**src/rtl/perfctr_bank_pkg.sv**
```systemverilog
// Shared register map, CTRL/CFG bit positions and lane-merge helper for the
// performance-counter bank.
package perfctr_bank_pkg;

  localparam logic [5:0] OFS_CTRL = 6'h00;
  localparam logic [5:0] OFS_OVF  = 6'h01;
  localparam logic [5:0] OFS_IEN  = 6'h02;
  localparam logic [5:0] OFS_ID   = 6'h03;
  localparam logic [5:0] OFS_CFG  = 6'h10;
  localparam logic [5:0] OFS_CNT  = 6'h20;
  localparam logic [5:0] OFS_SNAP = 6'h30;

  localparam int CTRL_EN   = 0;
  localparam int CTRL_FRZ  = 1;
  localparam int CTRL_SNAP = 2;
  localparam int CTRL_CLR  = 3;
  localparam int CFG_EN    = 8;

  // wen[0] covers bits 15:0, wen[1] covers bits 31:16
  function automatic logic [31:0] lane_merge(input logic [31:0] old,
                                             input logic [31:0] wdat,
                                             input logic [1:0]  wen);
    logic [31:0] m;
    m = {{16{wen[1]}}, {16{wen[0]}}};
    return (old & ~m) | (wdat & m);
  endfunction

endpackage

```
**src/rtl/perfctr_cell.sv**
```systemverilog
// One counter of the bank: event select/enable, write/clear priority,
// wrap detection and snapshot register.
module perfctr_cell
  import perfctr_bank_pkg::*;
#(
  parameter int CNT_W = 32,
  parameter int N_EVT = 16
) (
  input  logic             clk,
  input  logic             rst,
  input  logic             init,
  input  logic             count_en,
  input  logic             clear_all,
  input  logic             snap,
  input  logic [N_EVT-1:0] evt,
  input  logic             cfg_we,
  input  logic             cnt_we,
  input  logic [1:0]       wen,
  input  logic [31:0]      wdata,
  output logic [31:0]      cfg_rd,
  output logic [31:0]      cnt_rd,
  output logic [31:0]      snap_rd,
  output logic             wrap
);

  logic [4:0]       sel;
  logic             en;
  logic [CNT_W-1:0] cnt;
  logic [CNT_W-1:0] snap_q;
  logic [31:0]      evt_ext;
  logic [31:0]      cnt_new;
  logic             hit;

  // Zero-extending the event vector makes any select >= N_EVT pick a 0 bit
  assign evt_ext = 32'(evt);
  assign hit     = count_en && en && evt_ext[sel];
  assign wrap    = hit && !init && !clear_all && !cnt_we && (&cnt);

  assign cfg_rd  = {23'b0, en, 3'b0, sel};
  assign cnt_rd  = 32'(cnt);
  assign snap_rd = 32'(snap_q);
  assign cnt_new = lane_merge(cnt_rd, wdata, wen);

  always_ff @(posedge clk or posedge rst) begin
    if (rst) begin
      sel    <= '0;
      en     <= 1'b0;
      cnt    <= '0;
      snap_q <= '0;
    end else begin
      if (cfg_we && wen[0]) begin
        sel <= wdata[4:0];
        en  <= wdata[CFG_EN];
      end
      if (init) begin
        cnt    <= '0;
        snap_q <= '0;
      end else begin
        if (snap) snap_q <= cnt;
        if (clear_all)   cnt <= '0;
        else if (cnt_we) cnt <= cnt_new[CNT_W-1:0];
        else if (hit)    cnt <= cnt + CNT_W'(1);
      end
    end
  end

endmodule

```
**src/rtl/perfctr_bank.sv**
```systemverilog
// Parametrised performance-counter bank with mgmt-bus register window,
// global freeze/snapshot/clear and maskable sticky-overflow interrupt.
module perfctr_bank
  import perfctr_bank_pkg::*;
#(
  parameter int          N_CNT = 8,
  parameter int          N_EVT = 16,
  parameter int          CNT_W = 32,
  parameter logic [31:0] BASE  = 32'h0000_0100,
  parameter logic [31:0] MASK  = 32'hFFFF_FF00
) (
  input  logic             clk,
  input  logic             rst,
  input  logic             init,
  input  logic [N_EVT-1:0] evt,
  output logic             irq,
  input  logic             mgmt_req,
  input  logic [31:0]      mgmt_adr,
  output logic             mgmt_ack,
  input  logic             mgmt_rwn,
  input  logic [1:0]       mgmt_wen,
  input  logic [31:0]      mgmt_txd,
  output logic             mgmt_rxe,
  output logic [31:0]      mgmt_rxd
);

  logic [31:2]      adr_q;
  logic [31:0]      txd_q;
  logic             rwn_q;
  logic [1:0]       wen_q;
  logic             busy, issue, fin;
  logic             ctrl_en, ctrl_frz;
  logic [N_CNT-1:0] ovf, ien, wrap, ovf_clr;
  logic [5:0]       ofs;
  logic [3:0]       idx;
  logic             in_win, wr_stb, wr_ctrl, snap_p, clr_p;
  logic [31:0]      rdata;
  logic [31:0]      cfg_rd  [16];
  logic [31:0]      cnt_rd  [16];
  logic [31:0]      snap_rd [16];

  assign ofs     = adr_q[7:2];
  assign idx     = ofs[3:0];
  assign in_win  = ((({adr_q, 2'b00}) ^ BASE) & MASK) == 32'h0;
  assign wr_stb  = issue && in_win && !rwn_q;
  assign wr_ctrl = wr_stb && (ofs == OFS_CTRL) && wen_q[0];
  assign snap_p  = wr_ctrl && txd_q[CTRL_SNAP];
  assign clr_p   = wr_ctrl && txd_q[CTRL_CLR];
  assign ovf_clr = (wr_stb && (ofs == OFS_OVF) && wen_q[0]) ? txd_q[N_CNT-1:0] : '0;

  // Slots beyond N_CNT read as zero and ignore writes
  for (genvar i = 0; i < 16; i++) begin : g_cell
    if (i < N_CNT) begin : g_on
      perfctr_cell #(.CNT_W(CNT_W), .N_EVT(N_EVT)) u_cell (
        .clk       (clk),
        .rst       (rst),
        .init      (init),
        .count_en  (ctrl_en && !ctrl_frz),
        .clear_all (clr_p),
        .snap      (snap_p),
        .evt       (evt),
        .cfg_we    (wr_stb && (ofs[5:4] == OFS_CFG[5:4]) && (idx == 4'(i))),
        .cnt_we    (wr_stb && (ofs[5:4] == OFS_CNT[5:4]) && (idx == 4'(i))),
        .wen       (wen_q),
        .wdata     (txd_q),
        .cfg_rd    (cfg_rd[i]),
        .cnt_rd    (cnt_rd[i]),
        .snap_rd   (snap_rd[i]),
        .wrap      (wrap[i])
      );
    end else begin : g_off
      assign cfg_rd[i]  = '0;
      assign cnt_rd[i]  = '0;
      assign snap_rd[i] = '0;
    end
  end

  always_comb begin
    rdata = '0;
    if (ofs == OFS_CTRL)                  rdata = {30'b0, ctrl_frz, ctrl_en};
    else if (ofs == OFS_OVF)              rdata = 32'(ovf);
    else if (ofs == OFS_IEN)              rdata = 32'(ien);
    else if (ofs == OFS_ID)               rdata = {8'h00, 8'(CNT_W), 8'(N_EVT), 8'(N_CNT)};
    else if (ofs[5:4] == OFS_CFG[5:4])    rdata = cfg_rd[idx];
    else if (ofs[5:4] == OFS_CNT[5:4])    rdata = cnt_rd[idx];
    else if (ofs[5:4] == OFS_SNAP[5:4])   rdata = snap_rd[idx];
  end

  // Bus handshake, global registers and interrupt; read data is taken from
  // pre-edge state so a same-cycle update is not visible.
  always_ff @(posedge clk or posedge rst) begin
    if (rst) begin
      adr_q    <= '0;
      txd_q    <= '0;
      rwn_q    <= 1'b0;
      wen_q    <= '0;
      busy     <= 1'b0;
      issue    <= 1'b0;
      fin      <= 1'b0;
      mgmt_ack <= 1'b0;
      mgmt_rxe <= 1'b0;
      mgmt_rxd <= '0;
      ctrl_en  <= 1'b0;
      ctrl_frz <= 1'b0;
      ovf      <= '0;
      ien      <= '0;
      irq      <= 1'b0;
    end else begin
      adr_q    <= mgmt_adr[31:2];
      txd_q    <= mgmt_txd;
      rwn_q    <= mgmt_rwn;
      wen_q    <= mgmt_wen;
      busy     <= mgmt_req && !fin;
      issue    <= mgmt_req && !busy;
      fin      <= issue;
      mgmt_ack <= issue && in_win;
      mgmt_rxe <= issue && in_win && rwn_q;
      mgmt_rxd <= (issue && in_win && rwn_q) ? rdata : '0;
      irq      <= |(ovf & ien);
      if (wr_stb && (ofs == OFS_IEN) && wen_q[0]) ien <= txd_q[N_CNT-1:0];
      if (init) begin
        ctrl_en  <= 1'b0;
        ctrl_frz <= 1'b0;
        ovf      <= '0;
      end else begin
        if (wr_ctrl) begin
          ctrl_en  <= txd_q[CTRL_EN];
          ctrl_frz <= txd_q[CTRL_FRZ];
        end
        ovf <= (ovf & ~ovf_clr) | wrap;
      end
    end
  end

endmodule
```
**config.mk**
```make
export PLATFORM = sky130hd
export DESIGN_NAME = perfctr_bank
export DESIGN_NICKNAME = d
export VERILOG_FILES = /design/src/rtl/perfctr_bank_pkg.sv /design/src/rtl/perfctr_cell.sv /design/src/rtl/perfctr_bank.sv
export SDC_FILE = /design/constraint.sdc
export NUM_CORES = 2
export LEC_CHECK = 0
export ABC_AREA = 1
export CAP_MARGIN = 10
export CORE_UTILIZATION = 34
export DETAILED_ROUTE_END_ITERATION = 8
export GPL_ROUTABILITY_DRIVEN = 0
export GPL_TIMING_DRIVEN = 0
export PLACE_DENSITY_LB_ADDON = 0.15
export SYNTH_ARGS = -nofsm -noshare
export SYNTH_HDL_FRONTEND = slang
export SYNTH_HIERARCHICAL = 1
export SYNTH_SLANG_ARGS = --single-unit
```
**constraint.sdc**
```tcl
create_clock -name clk -period 4.8 [get_ports clk]
set_clock_uncertainty 0.2 [all_clocks]
set_input_delay 0.48 -clock clk [delete_from_list [all_inputs] [get_ports clk]]
set_output_delay 0.48 -clock clk [all_outputs]
set_load 0.02 [all_outputs]
```
* Word-level counts from Yosys, hierarchy flattened *
Cells that the tools add are included.

storage, ports and cells
  bits of input ports = 87
  output and inout port bits = 35
  register bits = 681
  logic and storage cells = 312

operators by class
  mux-type cells = 87
  order comparisons = 9
  eq/ne operators = 13
  bitwise logic cells = 24
  reduce and logical (&&, ||, !) cells = 124
  add/sub/neg operators = 8

operators with widths
  kind                                                                    number
  32-bit two-way mux                                                      62
  32-bit binary-select mux with 4-bit select                              3
  32-bit bitwise AND                                                      9
  32-bit by 1-bit adder with 32-bit output (second input constant)        8
  32-bit OR                                                               8
  32-bit AND reduction                                                    8
  1-bit logical AND                                                       88
  5-bit by 6-bit < comparator with 1-bit output (second input constant)   8
  1-bit binary-select mux with 5-bit select                               8
  32-bit zero test                                                        1
  32-bit inverter                                                         1
  4-bit nonzero test                                                      8
  8-bit bitwise AND                                                       2
  4-bit by 3-bit equality test with 1-bit output (second input constant)  4
  8-bit two-way mux                                                       2
  1-bit zero test                                                         14
  6-bit by 2-bit equality test with 1-bit output (second input constant)  2
  1-bit two-way mux                                                       12
  4-bit by 2-bit equality test with 1-bit output (second input constant)  2
  8-bit inverter                                                          1
  8-bit OR                                                                1
  8-bit OR reduction                                                      1
  6-bit by 1-bit equality test with 1-bit output (second input constant)  1
  6-bit zero test                                                         1
  other kinds (8)                                                         10

* Logic depth before layout (Yosys ltp) *
  depth after elaboration = 13
  mapped depth = 15
  depth with buffers taken out = 14

* Hierarchy *
Netlist, hierarchy kept.

by module, submodules not included
  module                                     cells each  instances  sequential area each (um^2)  area an instance (um^2)
  perfctr_cell at g_cell[1].g_on.u_cell ...  717         6          1751.7                       4802.1
  perfctr_bank                               1682        1          3027.9                       10314.9
  perfctr_cell at g_cell[7].g_on.u_cell      712         1          1751.7                       4809.6
  perfctr_cell at g_cell[0].g_on.u_cell      715         1          1751.7                       4799.6

* Worst setup path after synthesis *
No wires, ideal clock.

  path kind = reg2reg
  from = reg adr_q[3] in the netlist's numbering
  to = reg g_cell[0].g_on.u_cell.snap_q[0]
  cell stages (with the launch flop) = 11
  setup slack = 909 ps
  arrival = 3608 ps
  period minus slack after synthesis = 3891 ps
  buffers on the path = 3
  library setup time = 83 ps
  data required time = 4517 ps
  path through = dfrtp_1 > buf_4 > nor2_1 > buf_2 > nand2_1 > nor2_1 > nand3_1 > nor2_1 > nand2_1 > clkbuf_1 > o22ai_1

between the ends
  longest elaborated chain between the ends = 5

ends and longest elaborated chain
  element                              line                 source
  from (decl)                          perfctr_bank.sv:27   logic [31:2] adr_q;
  from (signal assigned)               perfctr_bank.sv:109  adr_q <= mgmt_adr[31:2];
  6-bit zero test                      perfctr_bank.sv:46   assign wr_ctrl = wr_stb && (ofs == OFS_CTRL) && wen_q[0];
  1-bit logical AND (2 in series)      perfctr_bank.sv:46
  1-bit logical AND                    perfctr_bank.sv:47   assign snap_p = wr_ctrl && txd_q[CTRL_SNAP];
  named net snap_p                     perfctr_bank.sv:36   logic in_win, wr_stb, wr_ctrl, snap_p, clr_p;
  2-bit nonzero test (no source line)  -
  to (signal assigned)                 perfctr_cell.sv:59   if (snap) snap_q <= cnt;
  to (decl)                            perfctr_cell.sv:29   logic [CNT_W-1:0] snap_q;

The timed path passes the listed nets, and every way through them passes these cells.
A chain may end at the register's enable or synchronous reset.

* Final worst setup path *
  from = reg adr_q[5] in the netlist's numbering
  to = reg ovf[0]

between the ends
  longest elaborated chain between the ends = 10
  elaborated cells on any way between the ends = 19

ends and longest elaborated chain
  element                          line                 source
  6-bit zero test                  perfctr_bank.sv:46
  1-bit logical AND (2 in series)  perfctr_bank.sv:46
  1-bit logical AND                perfctr_bank.sv:48   assign clr_p = wr_ctrl && txd_q[CTRL_CLR];
  named net clr_p                  perfctr_bank.sv:36
  1-bit zero test                  perfctr_cell.sv:37   assign wrap = hit && !init && !clear_all && !cnt_we && (&cnt);
  1-bit logical AND (3 in series)  perfctr_cell.sv:37
  named net wrap[0]                perfctr_bank.sv:33   logic [N_CNT-1:0] ovf, ien, wrap, ovf_clr;
  8-bit OR                         perfctr_bank.sv:130  ovf <= (ovf & ~ovf_clr) | wrap;
  8-bit two-way mux                perfctr_bank.sv:121  if (init) begin
  to (signal assigned)             perfctr_bank.sv:130
  to (decl)                        perfctr_bank.sv:33

The timed path passes the listed nets, and every way through them passes these cells.

==> results by group <==
Outcome
  • Status: finished, violations left
  • Failing checks: negative setup slack

Power and ir drop
  • Static leakage: 26.5 nW
  • Pwr Density: 257 mW/mm^2
  • Pwr Total: 14.9 mW
  • Peak supply drop: 0.225 mV

Synthesis
  • Top FF cell, synth: dfrtp_1
  • Main combinational cell family by area after synthesis: simple AND/OR/NAND/NOR gates
  • YS warnings: 6
  • Simple-Gate Fraction of Synth Area: between 30% and 40%
  • Multiplexer area fraction after synthesis: 0.370%
  • EDFF count, synth: 0
  • Async SR Flop Fraction: 100%
  • Post-synthesis sequential area ratio: 35.0%
  • Cell area after synthesis: slightly below 0.05 mm^2
  • Syn Area/Cell: between 6 and 7 um^2
  • Synth unique cells: 40
  • Post-Synth XOR/XNOR Area: less than 1%
  • Compound-Gate Fraction of Synth Area: 15.3%
  • Post-synthesis cell count: 7411
  • Adder-cell share of the synthesized area: 0.205%
  • Flops & latches, synth: 681

Setup path
  • Worst flop-to-flop path startpoint: adr_q[5]
  • Critical path startpoint category: flop
  • Worst reg2reg path depth: 15
  • CP bufs+invs: 5
  • Crit. Startpoint: adr_q[5]
  • Reg2Reg Setup Slack: -0.06 ns
  • Crit. End Element: flop
  • Critical path class: reg -> reg
  • Crit path max-delay family: simple AND/OR/NAND/NOR gates
  • CP max stage delay: roughly 0.69 ns
  • Max FO, Critical Path: 10
  • Required time worst endpoint: 5.18 ns
  • Worst-path cell chain: nor2_1 -> buf_2 -> nand2_1 -> nor2_2 -> nand3_1 -> nor2_4 -> buf_16 -> nor2_4 -> inv_2 -> nor2_2 -> buf_2 -> nand4_1 -> nor3_2 -> inv_1 -> a21oi_1
  • Reg2reg end: ovf[0]
  • WP data arrival: 5.24 ns
  • Critical-path top delay cell: nor2_1

Final layout
  • Commonest non-fill, non-tap cells in the layout: nand2_1 (2385), inv_1 (811), nand3_1 (791)
  • Final #Nets: 8020
  • Number of fill cells: 15100
  • Share of layout cells above drive strength 1: 10.2%
  • Area delta synth->final: 18.8%
  • Commonest non-fill, non-tap cell in the layout: nand2_1

Min path
  • Hold Path End: txd_q[7]
  • Hold path cells: 1
  • Hold Path Origin: mgmt_txd[7]
  • Worst Hold Class: in -> reg

Route
  • DRC: 0
  • Via/cell ratio: about 5.6
  • Routed vias: 55500
  • Initial drt markers: 8728
  • Antenna-violating nets left: 0
  • Wire length per cell: 25.6 um
  • 1st-pass router iterations: 8
  • Total Routed Length: 253000 um

Clocking
  • Clock root buffer: clkbuf_16
  • CTS buffer count: 86
  • Htree depth: 3
  • Max clock buf depth: 3
  • Skew-Pair Late Insertion Delay: about 0.74 ns
  • Clk sink count: 681
  • Clock transition at path regs: 0.06 ns
  • Clock tree from TritonCTS: done

Die
  • Die ar.: 0.145 mm^2
  • Row cnt: approximately 140
  • Starting Density: 34.3%
  • Die width: 381 um
  • I/O pin total: 122
  • Die Y: approximately 380 um
  • Core Footprint: 0.142 mm^2

STA
  • Slew @ Worst Pin: 1.44 ns
  • Slew Limit Fails: 0
  • F_max: between 200 and 250 MHz
  • Final setup margin: -0.0603 ns
  • Final worst-path cycle share: 101%
  • Final min period: slightly below 5 ns
  • Final Hold Fails: 0
  • Unrepaired setup endpoints after global routing: no
  • Setup violations, final: 2
  • Relative max-transition margin: under 10%

Placed design
  • DP HPWL: 192000 um
  • Placement Setup Slack: 0.101 ns
  • Port Buffers: 119

Run
  • Number of max-cap violations: 0

Global route
  • Tot GR Track Use: 33.8%
  • Global-route wire length before repair: 358000 um
  • Largest net degree at the start of global routing: 85
  • Initial antenna violation count: 18
  • Overflow after GRT: 0
  • Vias in the first global route: 50600
[cell families after synthesis]
family,after synthesis
multiplexers,16
XOR/XNOR,47
other,8
AO/OA/AOI/OAI,1280
buffers and inverters,1448
flip-flops,681
AND/OR/NAND/NOR,3923
adder cells (fa/ha/maj),8
[worst register-to-register path, delay by kind of cell, from the launching register on]
kind	cells	cell delay [ns]
compound gates	1	0.13
buf+inv	5	1.40
flops	1	0.39
simple gates	9	2.61
[worst max path at each step]
stage	slack, ns	cells after the start	endpoint
after floorplan	0.91	1	adr_q[10]
after global placement	-2.21	9	g_cell[6].g_on.u_cell/snap_rd[4]
after detailed placement	0.10	15	ovf[0]
final	-0.06	15	ovf[0]
after CTS	0.02	15	ovf[0]
after global routing	0.03	15	ovf[0]
[power by group]
part	switching, mW	total (mW)	internal, mW
clock	2.92	7.28	4.36
sequential	0.215	6.01	5.79
combinational	1.07	1.59	0.521
[state kept, by name, summed over array words and instances (netlist names), 2 cells and up]
name / flops
g_cell.g_on.u_cell/en: 8
txd_q: 32
adr_q: 30
ien: 8
wen_q: 2
mgmt_rxd: 32
g_cell.g_on.u_cell/snap_rd: 256
g_cell.g_on.u_cell/sel: 40
g_cell.g_on.u_cell/cnt_rd: 256
ovf: 8
[cells in the mapped netlist, drive strengths merged, types with 13 or more instances]
| cell type | count | area share (%) |
|---|---|---|
| clkbuf | 185 | 1.4 |
| xor2 | 47 | 0.84 |
| a21oi | 533 | 5.5 |
| mux2 | 16 | 0.37 |
| nand2 | 2437 | 19 |
| nand3 | 813 | 8.6 |
| nor2 | 541 | 4.9 |
| buf | 415 | 6.0 |
| o2111ai | 13 | 0.23 |
| a22oi | 254 | 3.9 |
| inv | 847 | 6.6 |
| o21ai | 226 | 2.3 |
| dfrtp | 681 | 35 |
| a211oi | 16 | 0.25 |
| o22ai | 225 | 2.9 |
| nand4 | 71 | 0.91 |
| nor3 | 53 | 0.62 |
[layout make-up]
class | instances | area, um^2 | share of cell area, %
multi-input cells | 5483 | 25700 | 44.3
clock buffers | 113 | 2450 | 4.24
clock inverters | 44 | 634 | 1.10
plain buffers | 600 | 3610 | 6.24
inverters | 848 | 3270 | 5.64
repair buffers | 225 | 2830 | 4.89
flip-flops and latches | 681 | 17100 | 29.4
well taps | 1890 | 2360 | 4.08
diodes | 15 | 37.5 | 0.0648
[stage by stage]
step | std cells | hold WS [ns] | utilization [%] | area [um^2] | TNS, ns
2_1_floorplan | 7611 | 0.175 | - | 49500 | 0
3_3_place_gp | 9620 | 0.184 | 37.4 | 53000 | -1065.79
3_5_place_dp | 9656 | 0.181 | 38.0 | 54000 | 0
4_1_cts | 9876 | 0.00716 | 40.7 | 57700 | 0
5_1_grt | 9884 | 0.0286 | 40.8 | 57900 | 0
6_report | 9899 | 0.0278 | 40.8 | 57900 | -0.0769
[metal layers]
metal / track usage (%) / up-vias / part of all wire (%)
met5: 0.893 / - / 0.092
met4: 19.5 / 18 / 6.5
met3: 11.4 / 790 / 14
met2: 48.0 / 3746 / 41
met1: 44.4 / 26200 / 39
li1: - / 24800 / -
[what timing repair did]
item / 4_1_cts / 5_1_grt
setup endpoints to repair: 0 / 257
hold buffers: 63 / 0
resized for setup: 0 / 8
hold endpoints to repair: 63 / 0
buffers inserted: 0 / 4
(Power assumes the default switching activity.)
